<file path="config.mk">
export PLATFORM = sky130hd
export DESIGN_NAME = psum_bram_arbiter
export DESIGN_NICKNAME = d
export VERILOG_FILES = /design/src/rtl/psum_bram_arbiter.sv
export SDC_FILE = /design/constraint.sdc
export NUM_CORES = 1
export LEC_CHECK = 0
export CORE_AREA = 2 2 216 218
export CTS_CLUSTER_SIZE = 28
export DETAILED_ROUTE_END_ITERATION = 10
export DIE_AREA = 0 0 218 220
export GPL_TIMING_DRIVEN = 0
export PLACE_DENSITY = 0.41
export REMOVE_ABC_BUFFERS = 1
export SLEW_MARGIN = 30
export SYNTH_ARGS = -nofsm -noshare
export SYNTH_HDL_FRONTEND = slang
export SYNTH_SLANG_ARGS = --single-unit
export TNS_END_PERCENT = 50
</file>
<file path="constraint.sdc">
create_clock -name clk -period 2.7 [get_ports clk]
set_input_delay 0.54 -clock clk [delete_from_list [all_inputs] [get_ports clk]]
set_output_delay 0.54 -clock clk [all_outputs]
set_load 0.02 [all_outputs]
</file>
<file path="src/rtl/psum_bram_arbiter.sv">
// psum_bram_arbiter: shares psum BRAM port A between the PS BRAM controller and N_PORT
// round-robin PL requesters; every ownership change drains in-flight PL reads first.
module psum_bram_arbiter #(
  parameter int DATA_WIDTH = 32,
  parameter int ADDR_WIDTH = 32,
  parameter int NUM_BYTE   = 4,
  parameter int REG_WIDTH  = 32,
  parameter int N_PORT     = 4,
  parameter int RD_LATENCY = 1
) (
  input  logic                         clk,
  input  logic                         rst_n,
  input  logic [REG_WIDTH-1:0]         i_conf_ctrl,
  input  logic [ADDR_WIDTH-1:0]        bram_addr_a,
  input  logic [DATA_WIDTH-1:0]        bram_wrdata_a,
  output logic [DATA_WIDTH-1:0]        bram_rddata_a,
  input  logic                         bram_en_a,
  input  logic                         bram_rst_a,
  input  logic [NUM_BYTE-1:0]          bram_we_a,
  input  logic [N_PORT-1:0]            pl_req,
  input  logic [N_PORT*ADDR_WIDTH-1:0] pl_addr,
  input  logic [N_PORT*DATA_WIDTH-1:0] pl_wdat,
  input  logic [N_PORT*NUM_BYTE-1:0]   pl_wren,
  output logic [N_PORT-1:0]            pl_gnt,
  output logic [N_PORT-1:0]            pl_rvalid,
  output logic [DATA_WIDTH-1:0]        pl_rdat,
  output logic                         o_ps_owned,
  output logic [ADDR_WIDTH-1:0]        addra,
  output logic [DATA_WIDTH-1:0]        dina,
  output logic                         ena,
  output logic                         rsta,
  output logic [NUM_BYTE-1:0]          wea,
  input  logic [DATA_WIDTH-1:0]        douta
);

  localparam int PW    = (N_PORT > 1) ? $clog2(N_PORT) : 1;
  localparam int DEPTH = RD_LATENCY + 1;

  typedef enum logic [1:0] {
    PL_OWN      = 2'd0,
    DRAIN_TO_PS = 2'd1,
    PS_OWN      = 2'd2,
    DRAIN_TO_PL = 2'd3
  } state_t;

  state_t        state, state_next;
  logic [1:0]    drain_cnt, drain_cnt_next;
  logic [PW-1:0] rr_ptr;
  logic          ps_sel;
  logic          unused_conf;

  assign ps_sel      = i_conf_ctrl[0];
  assign unused_conf = ^i_conf_ctrl[REG_WIDTH-1:1];

  // Unpack the flattened per-port request buses.
  logic [ADDR_WIDTH-1:0] port_addr [N_PORT];
  logic [DATA_WIDTH-1:0] port_wdat [N_PORT];
  logic [NUM_BYTE-1:0]   port_wren [N_PORT];

  for (genvar gi = 0; gi < N_PORT; gi++) begin : g_unpack
    assign port_addr[gi] = pl_addr[gi*ADDR_WIDTH +: ADDR_WIDTH];
    assign port_wdat[gi] = pl_wdat[gi*DATA_WIDTH +: DATA_WIDTH];
    assign port_wren[gi] = pl_wren[gi*NUM_BYTE +: NUM_BYTE];
  end

  // Round-robin pick: first requester at or after rr_ptr. Reset also masks the grant.
  logic          gnt_any;
  logic [PW-1:0] gnt_idx;
  logic [PW-1:0] cand;

  always_comb begin
    gnt_any = 1'b0;
    gnt_idx = '0;
    cand    = '0;
    if (rst_n && (state == PL_OWN) && !ps_sel) begin
      for (int k = 0; k < N_PORT; k++) begin
        cand = PW'((int'(rr_ptr) + k) % N_PORT);
        if (!gnt_any && pl_req[cand]) begin
          gnt_any = 1'b1;
          gnt_idx = cand;
        end
      end
    end
  end

  always_comb begin
    pl_gnt = '0;
    if (gnt_any) pl_gnt[gnt_idx] = 1'b1;
  end

  logic [ADDR_WIDTH-1:0] sel_addr;
  logic [DATA_WIDTH-1:0] sel_wdat;
  logic [NUM_BYTE-1:0]   sel_wren;
  logic                  sel_is_read;

  assign sel_addr    = port_addr[gnt_idx];
  assign sel_wdat    = port_wdat[gnt_idx];
  assign sel_wren    = port_wren[gnt_idx];
  assign sel_is_read = (sel_wren == '0);

  always_ff @(posedge clk or negedge rst_n) begin
    if (!rst_n) begin
      rr_ptr <= '0;
    end else if (gnt_any) begin
      rr_ptr <= (gnt_idx == PW'(N_PORT - 1)) ? '0 : gnt_idx + 1'b1;
    end
  end

  // Registered PL issue stage: a grant in cycle t reaches the BRAM at t+1.
  logic                  issue_en;
  logic [ADDR_WIDTH-1:0] issue_addr;
  logic [DATA_WIDTH-1:0] issue_wdat;
  logic [NUM_BYTE-1:0]   issue_we;

  always_ff @(posedge clk or negedge rst_n) begin
    if (!rst_n) begin
      issue_en   <= 1'b0;
      issue_addr <= '0;
      issue_wdat <= '0;
      issue_we   <= '0;
    end else begin
      issue_en <= gnt_any;
      issue_we <= gnt_any ? sel_wren : '0;
      if (gnt_any) begin
        issue_addr <= sel_addr;
        issue_wdat <= sel_wdat;
      end
    end
  end

  // Read tag pipe; stage DEPTH-1 lines up with douta for the issued read.
  logic [DEPTH-1:0] tag_valid;
  logic [PW-1:0]    tag_port [DEPTH];

  always_ff @(posedge clk or negedge rst_n) begin
    if (!rst_n) begin
      tag_valid[0] <= 1'b0;
      tag_port[0]  <= '0;
    end else begin
      tag_valid[0] <= gnt_any && sel_is_read;
      tag_port[0]  <= gnt_idx;
    end
  end

  for (genvar gi = 1; gi < DEPTH; gi++) begin : g_tag
    always_ff @(posedge clk or negedge rst_n) begin
      if (!rst_n) begin
        tag_valid[gi] <= 1'b0;
        tag_port[gi]  <= '0;
      end else begin
        tag_valid[gi] <= tag_valid[gi-1];
        tag_port[gi]  <= tag_port[gi-1];
      end
    end
  end

  always_comb begin
    pl_rvalid = '0;
    pl_rdat   = '0;
    if (tag_valid[DEPTH-1]) begin
      pl_rvalid[tag_port[DEPTH-1]] = 1'b1;
      pl_rdat                      = douta;
    end
  end

  // Ownership FSM; each drain lasts RD_LATENCY+1 cycles and cannot be aborted.
  always_ff @(posedge clk or negedge rst_n) begin
    if (!rst_n) begin
      state     <= PL_OWN;
      drain_cnt <= '0;
    end else begin
      state     <= state_next;
      drain_cnt <= drain_cnt_next;
    end
  end

  always_comb begin
    state_next     = state;
    drain_cnt_next = drain_cnt;
    case (state)
      PL_OWN: begin
        if (ps_sel) begin
          state_next     = DRAIN_TO_PS;
          drain_cnt_next = '0;
        end
      end
      DRAIN_TO_PS: begin
        if (drain_cnt == 2'(RD_LATENCY)) begin
          state_next     = PS_OWN;
          drain_cnt_next = '0;
        end else begin
          drain_cnt_next = drain_cnt + 2'd1;
        end
      end
      PS_OWN: begin
        if (!ps_sel) begin
          state_next     = DRAIN_TO_PL;
          drain_cnt_next = '0;
        end
      end
      DRAIN_TO_PL: begin
        if (drain_cnt == 2'(RD_LATENCY)) begin
          state_next     = PL_OWN;
          drain_cnt_next = '0;
        end else begin
          drain_cnt_next = drain_cnt + 2'd1;
        end
      end
      default: state_next = PL_OWN;
    endcase
  end

  // BRAM port A steering.
  always_comb begin
    addra         = issue_addr;
    dina          = issue_wdat;
    ena           = 1'b0;
    wea           = '0;
    rsta          = 1'b0;
    bram_rddata_a = '0;
    case (state)
      PS_OWN: begin
        addra         = bram_addr_a;
        dina          = bram_wrdata_a;
        ena           = bram_en_a;
        wea           = bram_we_a;
        rsta          = bram_rst_a;
        bram_rddata_a = douta;
      end
      PL_OWN: begin
        ena = issue_en;
        wea = issue_we;
      end
      default: ;
    endcase
  end

  assign o_ps_owned = (state == PS_OWN);

endmodule

</file>
# Yosys cells after proc, flatten, opt, wreduce, memory -nomap -nowiden
# Cells that the tools add are included.
# word_totals
reg_bits	81
input_bits	412
wordCells	106
# op_classes
addsub	5
n_lt_le_gt_ge	9
n_eq_ne	9
muxes	54
bitwise_logic	1
reduce_logical	17
# op_table
operator	n
two-way mux 32 bit	8
binary-select mux 32 bit (select 2 bit)	2
two-way mux 2 bit	13
two-way mux 4 bit	5
< comparator 2 x 3 -> 1 bit (second input constant)	6
two-way mux 1 bit	15
binary-select mux 1 bit (select 2 bit)	4
binary-select mux 4 bit (select 2 bit)	1
logical AND 1 bit	8
!= test 2 bit (second input constant)	4
one-hot mux 2 bit (4 select lines)	1
one-hot mux 4 bit (2 select lines)	1
adder 2 x 1 -> 2 bit (second input constant)	3
== test 2 bit (second input constant)	3
one-hot mux 2 bit (3 select lines)	1
adder 2 bit (second input constant)	2
demux 1 bit (select 2 bit)	2
== test 2 x 1 -> 1 bit (second input constant)	2
>= comparator 2 x 1 -> 1 bit (second input constant)	2
zero test 1 bit	4
zero test 4 bit	1
AND reduction 4 bit	1
>= comparator 3 bit (second input constant)	1
NOT 2 -> 3 bit	1
4 further kinds	4

# Logic depth before layout (Yosys ltp)
# Gate-level depths: netlist (run 1).
# depth
ltp_word	22
depth_mapped	13
depth_no_buf	9

# Worst setup path before layout (run 1)
# OpenSTA, ideal clock, no wires.
# synth_path
kind	register to output
startpoint	reg state[0]
endpoint	out pl_gnt[3]
arrival_ns	2.284
slack_ns	-0.124
path_stages_with_launch	13
path_cell_list	dfrtp_1 > inv_1 > ha_1 > nand3b_2 > a21o_1 > buf_6 > a2111o_1 > buf_2 > buf_6 > buf_6 > inv_2 > ha_1 > and2_1
# synth_via
elab_chain_len	9
elab_cells_between_ends	11
# synth_lines
element	line_no	rtl
from (decl)	46	state_t state, state_next;
from (signal assigned)	172	state <= state_next;
zero test 2 bit *	75	if (rst_n && (state == PL_OWN) && !ps_sel) begin
logical AND 1 bit * (2 in a row)	75	
two-way mux 2 bit *	75	
named net gnt_idx[0]	68	logic [PW-1:0] gnt_idx;
< comparator 2 x 3 -> 1 bit (not written as such) or >= comparator 2 x 1 -> 1 bit (tied branches)	88	if (gnt_any) pl_gnt[gnt_idx] = 1'b1;
logical AND 1 bit (not written as such)	88	
two-way mux 1 bit (not written as such)	88	
demux 1 bit (select 2 bit) *	88	
two-way mux 4 bit *	88	
to (decl)	24	output logic [N_PORT-1:0] pl_gnt,
# Mark *: on every way through the listed nets, which the timed path passes. The rest lies on a longest branch.

# Worst setup path after layout (run 1)
# layout_path
startpoint	reg state[0]
endpoint	out pl_gnt[1]
# The elaborated chain is that of the path after synthesis.

==> results.sh, run 1 <==
export IMPL_power_density_nw_per_um2=675
export IMPL_skew_ns=0.00683
export IMPL_slew_viol_final=0
export IMPL_grt_pass1_wl_um=44000
export IMPL_dp_cells=1760
export IMPL_intPower_uw=5310
export IMPL_final_instance_count_excl_fill=1804
export IMPL_dp_slack_ns=-1.30
export IMPL_cpMostUsedCell="ha_4"
export IMPL_worst_slack_ns=-0.0847
export IMPL_die_h_um=220
export IMPL_switchingPower_uw=3600
export IMPL_wl_um=31300
export IMPL_gp_congestion=0.687
export IMPL_htree_levels=3
export IMPL_tightestPinTransition_ns=0.526
export IMPL_period_share_pct=103
export IMPL_synth_edf_count=0
export IMPL_synth_cells=664
export IMPL_area_delta_synth_final_pct=98.2
export IMPL_max_stage_delay_ns=0.39
export IMPL_cp_required_ns=2.16
export IMPL_avgSynthCellArea_um2=10.0
export IMPL_ant_nets=0
export IMPL_via_count=6886
export IMPL_p_seq_share_pct=22.3
export IMPL_cts_sinks=81
export IMPL_fillers=4934
export IMPL_synth_top_area_share_pct=30.4
export IMPL_avgRoutedWirePerCell_um=17.3
export IMPL_cts_buffers=9
export IMPL_yosysUniqueCellTypes=36
export IMPL_start_util_pct=14.5
export IMPL_path_cells="inv_2 > ha_4 > nand3b_4 > a21o_4 > a2111o_2 > buf_12 > clkinv_8 > ha_4 > and2_4 > buf_6"
export IMPL_core_area_um2=45900
export IMPL_viasPerCell=3.82
export IMPL_start_kind="flip-flop"
export IMPL_rsz0062_at_grt="true"
export IMPL_synthArstFlopShare_pct=100
export IMPL_cts_root_buffer="clkbuf_16"
export IMPL_crit_path_end_kind="output port"
export IMPL_ys_ff_latch=81
export IMPL_maxCapViolCount=0
export IMPL_yosys_warnings=0
export IMPL_yosys_area_top_type="dfrtp_1"
export IMPL_die_x_um=218
export IMPL_leakagePower_uw=0.00651
export IMPL_fmax_mhz=359
export IMPL_dp_hpwl_um=24700
export IMPL_hold_viol_final=0
export IMPL_arrival_ns=2.24
export IMPL_drive_above_1_share_pct=23.3
export IMPL_crit_type="flip-flop to output port"
export IMPL_clock_power_share_pct=17.7
export IMPL_max_clock_path_buffers=2
export IMPL_path_clk_slew_ns=0.07
export IMPL_layout_nets=1612
export IMPL_reg2reg_depth=12
export IMPL_grt_overflow=0
export IMPL_finalSetupViolations=4
export IMPL_grt_pass1_vias=7162
export IMPL_portBuffers=523
export IMPL_crit_slowest_cell="dfrtp_1"
export IMPL_violations="negative setup slack"
export IMPL_yosysMostFrequentCell="mux2i_1"
export IMPL_combinationalPowerShare_pct=60.1
export IMPL_drtIter0Drc=137
export IMPL_drc=0
export IMPL_syn_area_um2=6660
export IMPL_vdd_drop_max_v=0.000280
export IMPL_seq_area_frac_synth_pct=30.4
export IMPL_post_route_util_pct=28.8
export IMPL_fin_tns_setup_ns=-0.332
export IMPL_rows=79
export IMPL_netlist_top_cells_count="mux2i_1, mux2_2, dfrtp_1"
export IMPL_grt_usage_pct=12.3
export IMPL_ios=555
export IMPL_cp_max_fo=3
export IMPL_relSlewSlack_pct=64.9
export IMPL_clock_latency_ns=0.36
export IMPL_holdCritPathClass="primary input to asynchronous set/reset pin"
export IMPL_cts_hold_buf=0
export IMPL_firstDrtPassIters=4
export IMPL_synthTopCellsByArea="dfrtp_1, mux2i_1, mux2_2"
export IMPL_switching_share_pct=40.4
export IMPL_dieArea_um2=48000
export IMPL_grt_antenna_before_repair=1
export IMPL_cts_tree="yes"
export IMPL_synthFlopType="dfrtp_1"
export IMPL_status="complete, but fails checks"
export IMPL_grt_max_degree=65
export IMPL_min_period_ns=2.78
## state kept, by name, summed over array words and instances (netlist names)
register    count
issue_addr     32
state           2
rr_ptr          2
issue_wdat     32
issue_en        1
tag_valid       2
issue_we        4
drain_cnt       2
tag_port        4
## power by group through the flow
stage / clock network [µW] / logic [µW] / registers [µW]
5_1_grt: 1690 / 5810 / 2060
3_5_place_dp: 0 / 5760 / 2010
4_1_cts: 1660 / 5490 / 1990
2_1_floorplan: 0 / 3080 / 1900
3_3_place_gp: 0 / 5260 / 2000
6_report: 1570 / 5350 / 1980
## worst paths after layout
check                                 end         from  slack (ns)
setup reg to reg           issue_wdat[25]     state[0]        0.02
setup / recovery                pl_gnt[1]     state[0]       -0.08
max in group asynchronous  issue_addr[29]        rst_n        1.97
hold / removal             issue_addr[11]        rst_n        0.09
hold reg to reg               tag_port[1]  tag_port[3]        0.35
min in group clk              tag_port[1]  tag_port[3]        0.35
## repair_timing
item | CTS | global route
buffers inserted | 15 | 7
pin swaps | 7 | 5
resized for setup | 136 | 182
endpoints found under the setup margin | 212 | 90
cloned | 1 | 5
## cell families after synthesis
group / share of synthesized area (%)
mux: 43.1
simple gates: 12.8
compound gates: 6.88
flops: 30.4
buf+inv: 5.07
fa+ha+maj: 1.69
## final cells by class
| cell class | instances | area (µm²) | area share [%] |
|---|---|---|---|
| Clock inverter | 6 | 130 | 0.986 |
| Sequential cell | 81 | 2030 | 15.4 |
| Antenna cell | 1 | 2.50 | 0.0190 |
| Clock buffer | 10 | 229 | 1.73 |
| Inverter | 5 | 31.3 | 0.237 |
| Multi-Input combinational cell | 525 | 4420 | 33.5 |
| Tap cell | 607 | 759 | 5.75 |
| Timing Repair Buffer | 569 | 5600 | 42.4 |
## metrics by stage
stage / hold slack [ns] / area, µm² / total power [µW]
2_1_floorplan: 0.244 / 6340 / 4990
3_3_place_gp: 0.332 / 12300 / 7260
3_5_place_dp: 0.335 / 12700 / 7770
4_1_cts: 0.0865 / 13200 / 9140
5_1_grt: 0.0986 / 13200 / 9560
6_report: 0.0867 / 13200 / 8910
## worst max-delay path: cells and delay by family, from the launching register on
| family | cells | cell delay (ns) |
|---|---|---|
| compound gates | 2 | 0.59 |
| buf+inv | 4 | 0.42 |
| flops | 1 | 0.39 |
| fa+ha+maj | 2 | 0.26 |
| simple gates | 2 | 0.21 |
## per-layer routing
metal  vias up  global-route usage, %  part of all wire (%)  routed length (µm)
met3        23                   4.22                   8.8                2750
met4         0                   2.68                   1.4                 432
li1       3399                      -                     -                   -
met5         -                      0                     0                   0
met1      3154                   13.2                    39               12100
met2       310                   23.0                    51               16100
## placed cells by master (no fill, tap or decap), types with 2 or more instances in the layout
cell,n
dfrtp_1,79
o21ai_0,2
mux2_1,16
and2_4,4
mux2i_1,136
buf_4,18
clkbuf_2,73
buf_12,4
clkdlybuf4s15_1,6
inv_2,3
mux2_2,116
dlygate4sd2_1,14
buf_8,3
clkdlybuf4s50_1,410
and3b_1,2
o21a_1,2
nand2_1,70
clkbuf_16,14
nor2_1,10
bufinv_16,4
a22o_1,5
a21oi_1,2
dlymetal6s2s_1,15
and2_1,66
nand2b_1,3
o21ai_1,64
clkinv_2,2
ha_1,3
dfrtp_2,2
buf_6,13
mux2i_2,2
ha_4,6
and3_1,2
buf_16,7
Note: power is estimated with default switching activity, not from simulation.
==> run 2, diff against run 1 <==
--- a/config.mk
+++ b/config.mk
@@ -5,12 +5,12 @@
 export SDC_FILE = /design/constraint.sdc
 export NUM_CORES = 1
 export LEC_CHECK = 0
-export CORE_AREA = 2 2 216 218
+export CORE_AREA = 2 2 218 220
 export CTS_CLUSTER_SIZE = 28
 export DETAILED_ROUTE_END_ITERATION = 10
-export DIE_AREA = 0 0 218 220
+export DIE_AREA = 0 0 220 222
 export GPL_TIMING_DRIVEN = 0
-export PLACE_DENSITY = 0.41
+export PLACE_DENSITY = 0.39
 export REMOVE_ABC_BUFFERS = 1
 export SLEW_MARGIN = 30
 export SYNTH_ARGS = -nofsm -noshare
==> constraint.sdc (replaced) <==
create_clock -name clk -period 3.1 [get_ports clk]
set_input_delay 0.62 -clock clk [delete_from_list [all_inputs] [get_ports clk]]
set_output_delay 0.62 -clock clk [all_outputs]
set_load 0.02 [all_outputs]
==> run 2 against run 1 <==
  * The flow now finishes without violations
  * Utilization is essentially flat
  * Sequential power shrank 14%
  * Cell area grew 0.91%
  * Die area grew 1.8%
  * Critical path depth shrank 1
  * Clock-buffer cell count grew 4
  * Register-to-register slack gained 0.16 ns
  * Hold slack gained 0.0039 ns
  * Clock skew shrank 0.0011 ns
  * Setup slack gained 0.22 ns
==> results.sh, run 2 (same netlist as run 1, synthesis figures left out) <==
export IMPL_min_period_ns=2.97
export IMPL_rows=79
export IMPL_skew_ns=0.00574
export IMPL_path_cells="dlygate4sd2_1 > nor4bb_2 > a21oi_1 > a211oi_4 > buf_4 > buf_4 > ha_1 > and2_4 > buf_6"
export IMPL_ios=555
export IMPL_clock_latency_ns=0.36
export IMPL_reg2reg_depth=13
export IMPL_cpMostUsedCell="buf_4"
export IMPL_dp_slack_ns=-1.28
export IMPL_cts_root_buffer="clkbuf_16"
export IMPL_portBuffers=523
export IMPL_layout_nets=1605
export IMPL_grt_overflow=0
export IMPL_drc=0
export IMPL_cp_max_fo=8
export IMPL_crit_path_end_kind="output port"
export IMPL_dp_cells=1760
export IMPL_crit_slowest_cell="nor4bb_2"
export IMPL_period_share_pct=95.7
export IMPL_finalSetupViolations=0
export IMPL_final_common_cell="clkdlybuf4s50_1"
export IMPL_wl_um=32400
export IMPL_r2r_slack_ns=0.18
export IMPL_cts_tree="yes"
export IMPL_grt_usage_pct=12.9
export IMPL_avgRoutedWirePerCell_um=18.0
export IMPL_cts_hold_buf=0
export IMPL_final_instance_count_excl_fill=1798
export IMPL_top_regs="issue_addr: 32 flops, issue_wdat: 32 flops"
export IMPL_vdd_drop_max_v=0.000278
export IMPL_max_clock_path_buffers=2
export IMPL_path_delay_family="buffers and inverters"
export IMPL_leakagePower_uw=0.00614
export IMPL_fmax_mhz=337
export IMPL_worst_slack_ns=0.132
export IMPL_grt_antenna_before_repair=4
export IMPL_path_clk_slew_ns=0.06
export IMPL_slew_viol_final=0
export IMPL_cp_required_ns=2.48
export IMPL_max_stage_delay_ns=0.35
export IMPL_hold_viol_final=0
export IMPL_ant_nets=0
export IMPL_grt_max_degree=65
export IMPL_r2r_start="state[0]"
export IMPL_arrival_ns=2.35
export IMPL_tightestPinTransition_ns=0.500
export IMPL_cp_num_buf_inv=4
export IMPL_dieArea_um2=48800
export IMPL_cts_sinks=81
export IMPL_start_util_pct=14.4
export IMPL_htree_levels=3
export IMPL_post_route_util_pct=28.8
export IMPL_relSlewSlack_pct=66.6
export IMPL_grt_pass1_wl_um=46300
export IMPL_area_delta_synth_final_pct=100
export IMPL_die_h_um=222
export IMPL_holdCritPathClass="primary input to asynchronous set/reset pin"
export IMPL_firstDrtPassIters=4
export IMPL_power_density_nw_per_um2=597
export IMPL_drtIter0Drc=137
export IMPL_core_area_um2=46300
export IMPL_r2r_end="issue_wdat[5]"
export IMPL_die_x_um=220
export IMPL_status="finished clean"
export IMPL_dp_hpwl_um=25600
export IMPL_via_count=6871
export IMPL_start_kind="primary input"
export IMPL_gp_congestion=0.701
export IMPL_drive_above_1_share_pct=15.9
export IMPL_maxCapViolCount=0
export IMPL_layout_common_cells="clkdlybuf4s50_1, mux2i_1, mux2_2"
export IMPL_viasPerCell=3.82
export IMPL_cts_buffers=9
export IMPL_grt_pass1_vias=7152
export IMPL_rsz0062_at_grt="false"
export IMPL_crit_type="primary input to output port"
-- run 2: changes by cell type in the layout (fill, tap and decap cells not counted), moves of 4 or more --
cell	delta
clkbuf_2	-73
dlymetal6s2s_1	-15
bufinv_16	-4
clkdlybuf4s15_1	-6
clkbuf_16	-5
ha_1	+4
clkbuf_8	+4
buf_6	-5
dlygate4sd2_1	-9
ha_4	-4
clkdlybuf4s50_1	+103
-- run 2: worst max path at each step --
| stage | start | end | slack (ns) | depth (start not counted) |
|---|---|---|---|---|
| after CTS | rst_n | pl_gnt[0] | 0.02 | 9 |
| final | pl_req[1] | pl_gnt[3] | 0.13 | 9 |
| after global routing | pl_req[1] | pl_gnt[3] | 0.006 | 9 |
| after detailed placement | rst_n | pl_gnt[3] | -1.28 | 10 |
| after global placement | rst_n | pl_gnt[3] | -13.01 | 8 |
| after floorplan | state[0] | pl_gnt[0] | -5.24 | 7 |
-- run 2: final cells by class --
type,instances,area [µm²]
Clock inverter,2,10.0
Clock buffer,14,284
Multi-Input combinational cell,525,4350
Sequential cell,81,2030
Tap cell,607,759
Fill cell,4953,32900
Antenna cell,2,5.00
Inverter,5,21.3
Timing Repair Buffer,562,5860
-- run 2: report_power, final --
group	total [µW]	switching [µW]	internal [µW]
Combinational	5120	2370	2750
Clock	1120	493	630
Sequential	1710	227	1480
Total	7950	3090	4860
-- run 2: worst reg2reg max path, stage by stage (launching register included) --
cell and delay [ns]:
dfrtp_1 0.39, inv_2 0.11, ha_4 0.16, nand3b_4 0.08, a21o_4 0.19, a2111o_2 0.41, buf_12 0.16, buf_4 0.20
buf_16 0.20, buf_16 0.19, buf_12 0.19, mux2i_1 0.18, mux2_2 0.28, o21ai_1 0.12
-- run 2: what timing repair did --
item	in CTS	in global routing
buffers inserted	16	0
endpoints found under the setup margin	104	5
resized for setup	38	1
pin swaps	4	1
gates cloned	4	0
-- run 2: per-stage QoR --
stage	TNS [ns]	hold slack, ns	cell area (µm²)	power (µW)
5_1_grt	0	0.0742	13300	8520
3_3_place_gp	-1440.64	0.331	12300	6560
2_1_floorplan	-430.74	0.324	6340	4340
4_1_cts	0	0.0646	13300	8160
3_5_place_dp	-35.42	0.336	12700	6770
6_report	0	0.0906	13300	7950
-- run 2: layer usage --
metal | part of all wire, % | global-route usage, % | wire length, µm | vias to the layer above
met3 | 8.1 | 3.48 | 2620 | 24
li1 | - | - | - | 3382
met4 | 1.6 | 3.81 | 507 | 2
met1 | 37 | 13.6 | 12100 | 3158
met2 | 53 | 24.5 | 17100 | 305
met5 | 0.040 | 0 | 13 | -
